`config.mk`:
```
export PLATFORM = sky130hd
export DESIGN_NAME = sensor_frame_rx
export DESIGN_NICKNAME = d
export VERILOG_FILES = /design/src/rtl/sensor_frame_rx.sv
export SDC_FILE = /design/constraint.sdc
export NUM_CORES = 1
export LEC_CHECK = 0
export ABC_AREA = 1
export CAP_MARGIN = 20
export CORE_AREA = 4 4 60 62
export CTS_CLUSTER_DIAMETER = 40
export CTS_CLUSTER_SIZE = 14
export DETAILED_ROUTE_END_ITERATION = 16
export DIE_AREA = 0 0 64 66
export HOLD_SLACK_MARGIN = 0.12
export PLACE_DENSITY = 0.72
export SYNTH_ARGS = -nofsm -noshare
export SYNTH_HDL_FRONTEND = slang
export SYNTH_SLANG_ARGS = --single-unit
export TNS_END_PERCENT = 50
```
`constraint.sdc`:
```
create_clock -name clk -period 1.34 [get_ports clk]
set_input_delay 0.134 -clock clk [delete_from_list [all_inputs] [get_ports clk]]
set_output_delay 0.134 -clock clk [all_outputs]
set_load 0.01 [all_outputs]
```
`src/rtl/sensor_frame_rx.sv`:
```
// sensor_frame_rx
//   Serial deframer for 4-bit sensor samples. A frame on sdata is one bit per
//   sample_en tick: start (0), DATA_W data bits MSB first, even parity, stop (1).
//   Good frames update the held sensor_input word, pulse sample_valid and bump
//   a wrapping good-frame counter. Bad frames pulse an error strobe and leave
//   sensor_input untouched.
//
// Ports
//   clk           in   system clock, rising edge
//   rst           in   synchronous active-high reset
//   sample_en     in   bit-rate tick; sdata is only looked at when high
//   sdata         in   serial line, idle high
//   sensor_input  out  last good sample (held)
//   sample_valid  out  one-cycle pulse, sensor_input just updated
//   parity_err    out  one-cycle pulse, frame dropped on parity mismatch
//   frame_err     out  one-cycle pulse, frame dropped on stop bit = 0
//   sample_count  out  count of good frames, wraps modulo 2^CNT_W
module sensor_frame_rx #(
  parameter int DATA_W = 4,
  parameter int CNT_W  = 8
) (
  input  logic              clk,
  input  logic              rst,
  input  logic              sample_en,
  input  logic              sdata,
  output logic [DATA_W-1:0] sensor_input,
  output logic              sample_valid,
  output logic              parity_err,
  output logic              frame_err,
  output logic [CNT_W-1:0]  sample_count
);

  localparam int BC_W = $clog2(DATA_W + 1);
  localparam logic [BC_W-1:0] LAST_BIT = BC_W'(DATA_W - 1);

  typedef enum logic [1:0] {
    IDLE,
    DATA,
    PARITY,
    STOP
  } state_e;

  state_e            state_q, state_d;
  logic [DATA_W-1:0] shift_q, shift_d;
  logic [BC_W-1:0]   bit_cnt_q, bit_cnt_d;
  logic              parity_q, parity_d;
  logic [DATA_W-1:0] data_q, data_d;
  logic [CNT_W-1:0]  count_q, count_d;
  logic              valid_q, valid_d;
  logic              perr_q, perr_d;
  logic              ferr_q, ferr_d;

  always_comb begin
    state_d   = state_q;
    shift_d   = shift_q;
    bit_cnt_d = bit_cnt_q;
    parity_d  = parity_q;
    data_d    = data_q;
    count_d   = count_q;
    // Strobes default low so each one lasts exactly one cycle.
    valid_d   = 1'b0;
    perr_d    = 1'b0;
    ferr_d    = 1'b0;

    if (sample_en) begin
      case (state_q)
        IDLE: begin
          if (!sdata) begin
            state_d   = DATA;
            bit_cnt_d = '0;
          end
        end
        DATA: begin
          // Shift in at the LSB so the first data bit ends up as MSB.
          shift_d   = {shift_q[DATA_W-2:0], sdata};
          bit_cnt_d = bit_cnt_q + BC_W'(1);
          if (bit_cnt_q == LAST_BIT) begin
            state_d = PARITY;
          end
        end
        PARITY: begin
          parity_d = sdata;
          state_d  = STOP;
        end
        STOP: begin
          state_d = IDLE;
          // A bad stop bit outranks a parity mismatch.
          if (!sdata) begin
            ferr_d = 1'b1;
          end else if (^{shift_q, parity_q}) begin
            perr_d = 1'b1;
          end else begin
            data_d  = shift_q;
            valid_d = 1'b1;
            count_d = count_q + CNT_W'(1);
          end
        end
        default: state_d = IDLE;
      endcase
    end
  end

  always_ff @(posedge clk) begin
    if (rst) begin
      state_q   <= IDLE;
      shift_q   <= '0;
      bit_cnt_q <= '0;
      parity_q  <= 1'b0;
      data_q    <= '0;
      count_q   <= '0;
      valid_q   <= 1'b0;
      perr_q    <= 1'b0;
      ferr_q    <= 1'b0;
    end else begin
      state_q   <= state_d;
      shift_q   <= shift_d;
      bit_cnt_q <= bit_cnt_d;
      parity_q  <= parity_d;
      data_q    <= data_d;
      count_q   <= count_d;
      valid_q   <= valid_d;
      perr_q    <= perr_d;
      ferr_q    <= ferr_d;
    end
  end

  assign sensor_input = data_q;
  assign sample_valid = valid_q;
  assign parity_err   = perr_q;
  assign frame_err    = ferr_q;
  assign sample_count = count_q;

endmodule

```
==> results_dict.tcl <==
set metrics [dict create \
    die_y_um 66 \
    io-pin-count 19 \
    overflow 0 \
    drv_cap 0 \
    grt_max_degree 20 \
    vdd_drop_max_uv 469.4 \
    setup_slack_ns 0.07395 \
    timing.fmax_ghz 0.7899 \
    synth_edf_count 0 \
    async_reset_ff_frac 0 \
    yosysMostFrequentCell "nand2_1" \
    clockBufferDepth 2 \
    cts_tree "built" \
    cts_sinks 25 \
    netlist_area_sq_mm 0.001408 \
    yosys_most_used_dff "dfxtp_1" \
    cts_hold_buf 0 \
    hold_viol_final 0 \
    drive_gt1_frac 0.2833 \
    antenna_found_initial 0 \
    start_kind "flop" \
    dieArea_sq_mm 0.004224 \
    drc_errors 0 \
    synth_cells 194 \
    cp.arrival_ns 1.52 \
    setup_violations 0 \
    final_nets 246 \
    cts.reportedPaths.clkPinSlew_ns 0.13 \
    p_leak_nw 0.9691 \
    crit_fanout 12 \
    globalplace.congestion 0.8929 \
    yosys.area.top_type "dfxtp_1" \
    synth_warnings 0 \
    antenna_cells 0 \
    min_period_over_period 0.9448 \
    grt_pass1_wl_mm 5.126 \
    ys_types 28 \
    drt-total-wl_mm 3.021 \
    clock_skew_ns 0.002755 \
    rows 20 \
    min_path_type "flop to flop" \
    die_w_um 64 \
    portBuffers 18 \
    fin_hold_ws_ns 0.4439 \
    seq_area_frac_synth 0.3556 \
    h-tree-depth 1 \
    area_growth_pct 41.78 \
    end_kind "flop" \
    worst_pin_slew_ns 0.2410 \
    maxSlewViolCount 0 \
    core_area_sq_mm 0.003028 \
    rsz0062_at_grt "true" \
    finalPower_mw 1.587 \
    via_per_inst 4.787 \
    synth_top_cell_area_share 0.3556 \
    relSlewSlack 0.8393 \
    drt_iter0_drc 62 \
    start_util 0.4649 \
    place_ws_ns -0.1677 \
    yosys-top-cells-area "dfxtp_1 36%, nand2_1 10%, inv_1 8.3%, ha_1 7.1%, nand4_1 5.3%" \
    grt_pass1_vias 1236 \
    wire_per_inst_um 10.91 \
    vias 1326 \
    synth_nets 206 \
    grt_use_total 0.1485 \
    critPathKind "flop to flop" \
    pwr_density_cell_mw_per_mm2 795.4 \
    cp.required_ns 1.60 \
    cts_root_buf "clkbuf_4" \
    synth_seq_cells 25 \
    antenna_left 0 \
    drtPass1Iterations 4 \
    cts_buffers 3 \
    fillCellCount 260 \
    yosys-top-cells-count "39 x nand2_1, 31 x inv_1, 25 x dfxtp_1" \
    insertion_delay_ns 0.31 \
    dpl.hpwl_mm 2.131 \
    syn_avg_cell_area_sq_um 7.256 \
    outcome "finished, final reports clean" \
    fin_crit_ns 1.266 \
]
[what timing repair did]
item,4_1_cts,5_1_grt
gates resized for setup,23,40
pin swaps,3,19
setup buffers,0,3
hold endpoints to repair,0,0
setup endpoints to repair,19,27
[kinds of logic (layout without fill, tap and decap cells)]
kind of cell | Yosys count | count (layout) | share of synthesized area
AO/OA/AOI/OAI | 22 | 22 | 0.08000
flip-flops | 25 | 25 | 0.3556
XOR/XNOR | 4 | 4 | 0.03556
buffers and inverters | 39 | 78 | 0.1111
AND/OR/NAND/NOR | 96 | 96 | 0.3467
adder cells (fa/ha/maj) | 8 | 8 | 0.07111
[path summary, 6_finish.rpt]
kind | from | end | slack [ns] | cells past startpoint
worst max-delay path | shift_q[0]$_SDFFE_PP0P_ | sample_count[2]$_SDFFE_PP0P_ | 0.07 | 8
worst min-delay path | sensor_input[3]$_SDFFE_PP0P_ | sensor_input[3]$_SDFFE_PP0P_ | 0.44 | 2
worst max register to register | shift_q[0]$_SDFFE_PP0P_ | sample_count[2]$_SDFFE_PP0P_ | 0.07 | 8
worst min register to register | sensor_input[3]$_SDFFE_PP0P_ | sensor_input[3]$_SDFFE_PP0P_ | 0.44 | 2
[metal layers]
layer  track usage  vias up  part of all wire
li1              -      701                 -
met1        0.1778      601              0.45
met2        0.2671       22              0.51
met3       0.02041        2             0.024
met4       0.05660        0            0.0089
met5             0        -                 0
[where the power goes]
part / switching (mW) / total (mW) / internal, mW
clock: 0.212 / 0.328 / 0.116
sequential: 0.0306 / 0.797 / 0.766
combinational: 0.269 / 0.462 / 0.193
[state kept, by name, summed over array words and instances, names as in the netlist]
| name | flops |
|---|---|
| shift_q | 4 |
| frame_err | 1 |
| bit_cnt_q | 3 |
| parity_err | 1 |
| state_q | 2 |
| parity_q | 1 |
| sample_valid | 1 |
| sensor_input | 4 |
| sample_count | 8 |
[through the flow]
step | cells | setup TNS (ns) | instance area [sq um] | utilization
after floorplan | 194 | 0 | 1408 | -
after global placement | 270 | -0.4867 | 1753 | 0.5789
after detailed placement | 270 | -0.7725 | 1753 | 0.5789
after CTS | 274 | -0.05991 | 1805 | 0.5963
after global routing | 277 | -0.2588 | 1996 | 0.6591
final | 277 | 0 | 1996 | 0.6591
[worst max-delay path, cell delays in order (launching register included)]
cell and delay, ns:
dfxtp_4 0.43, xor2_4 0.20, buf_4 0.15, nand2_4 0.07
nand2_8 0.10, nand3_1 0.08, nand2_1 0.07, inv_1 0.04
nor2_1 0.07
[cells in the final DEF, fill, tap and decap left out, types with 2 or more instances in the layout]
cell type and n:
buf_4 21, dfxtp_1 15, dfxtp_2 4, clkdlybuf4s50_1 3, inv_1 30, nand2_1 35, nand2_8 2, nor2_1 18
o21ai_1 3, dlygate4sd2_1 9, nand2_2 3, ha_1 6, a21oi_1 11, inv_2 3, clkbuf_4 3, o21ai_0 6
nand3_1 6, nor2_2 2, nor3_2 2, nand4_1 12, dlymetal6s2s_1 6, dfxtp_4 6, nand2_4 6, nand3_4 4
[cell type report]
cell class	instances	area (sq um)	area share
clock buffer	4	26.28	0.01317
tap	44	55.05	0.02759
inverter	35	135.1	0.06771
multi-input combinational	130	909.6	0.4558
timing repair buffer	39	341.6	0.1712
sequential	25	528.0	0.2646
(Power assumes the default switching activity.)
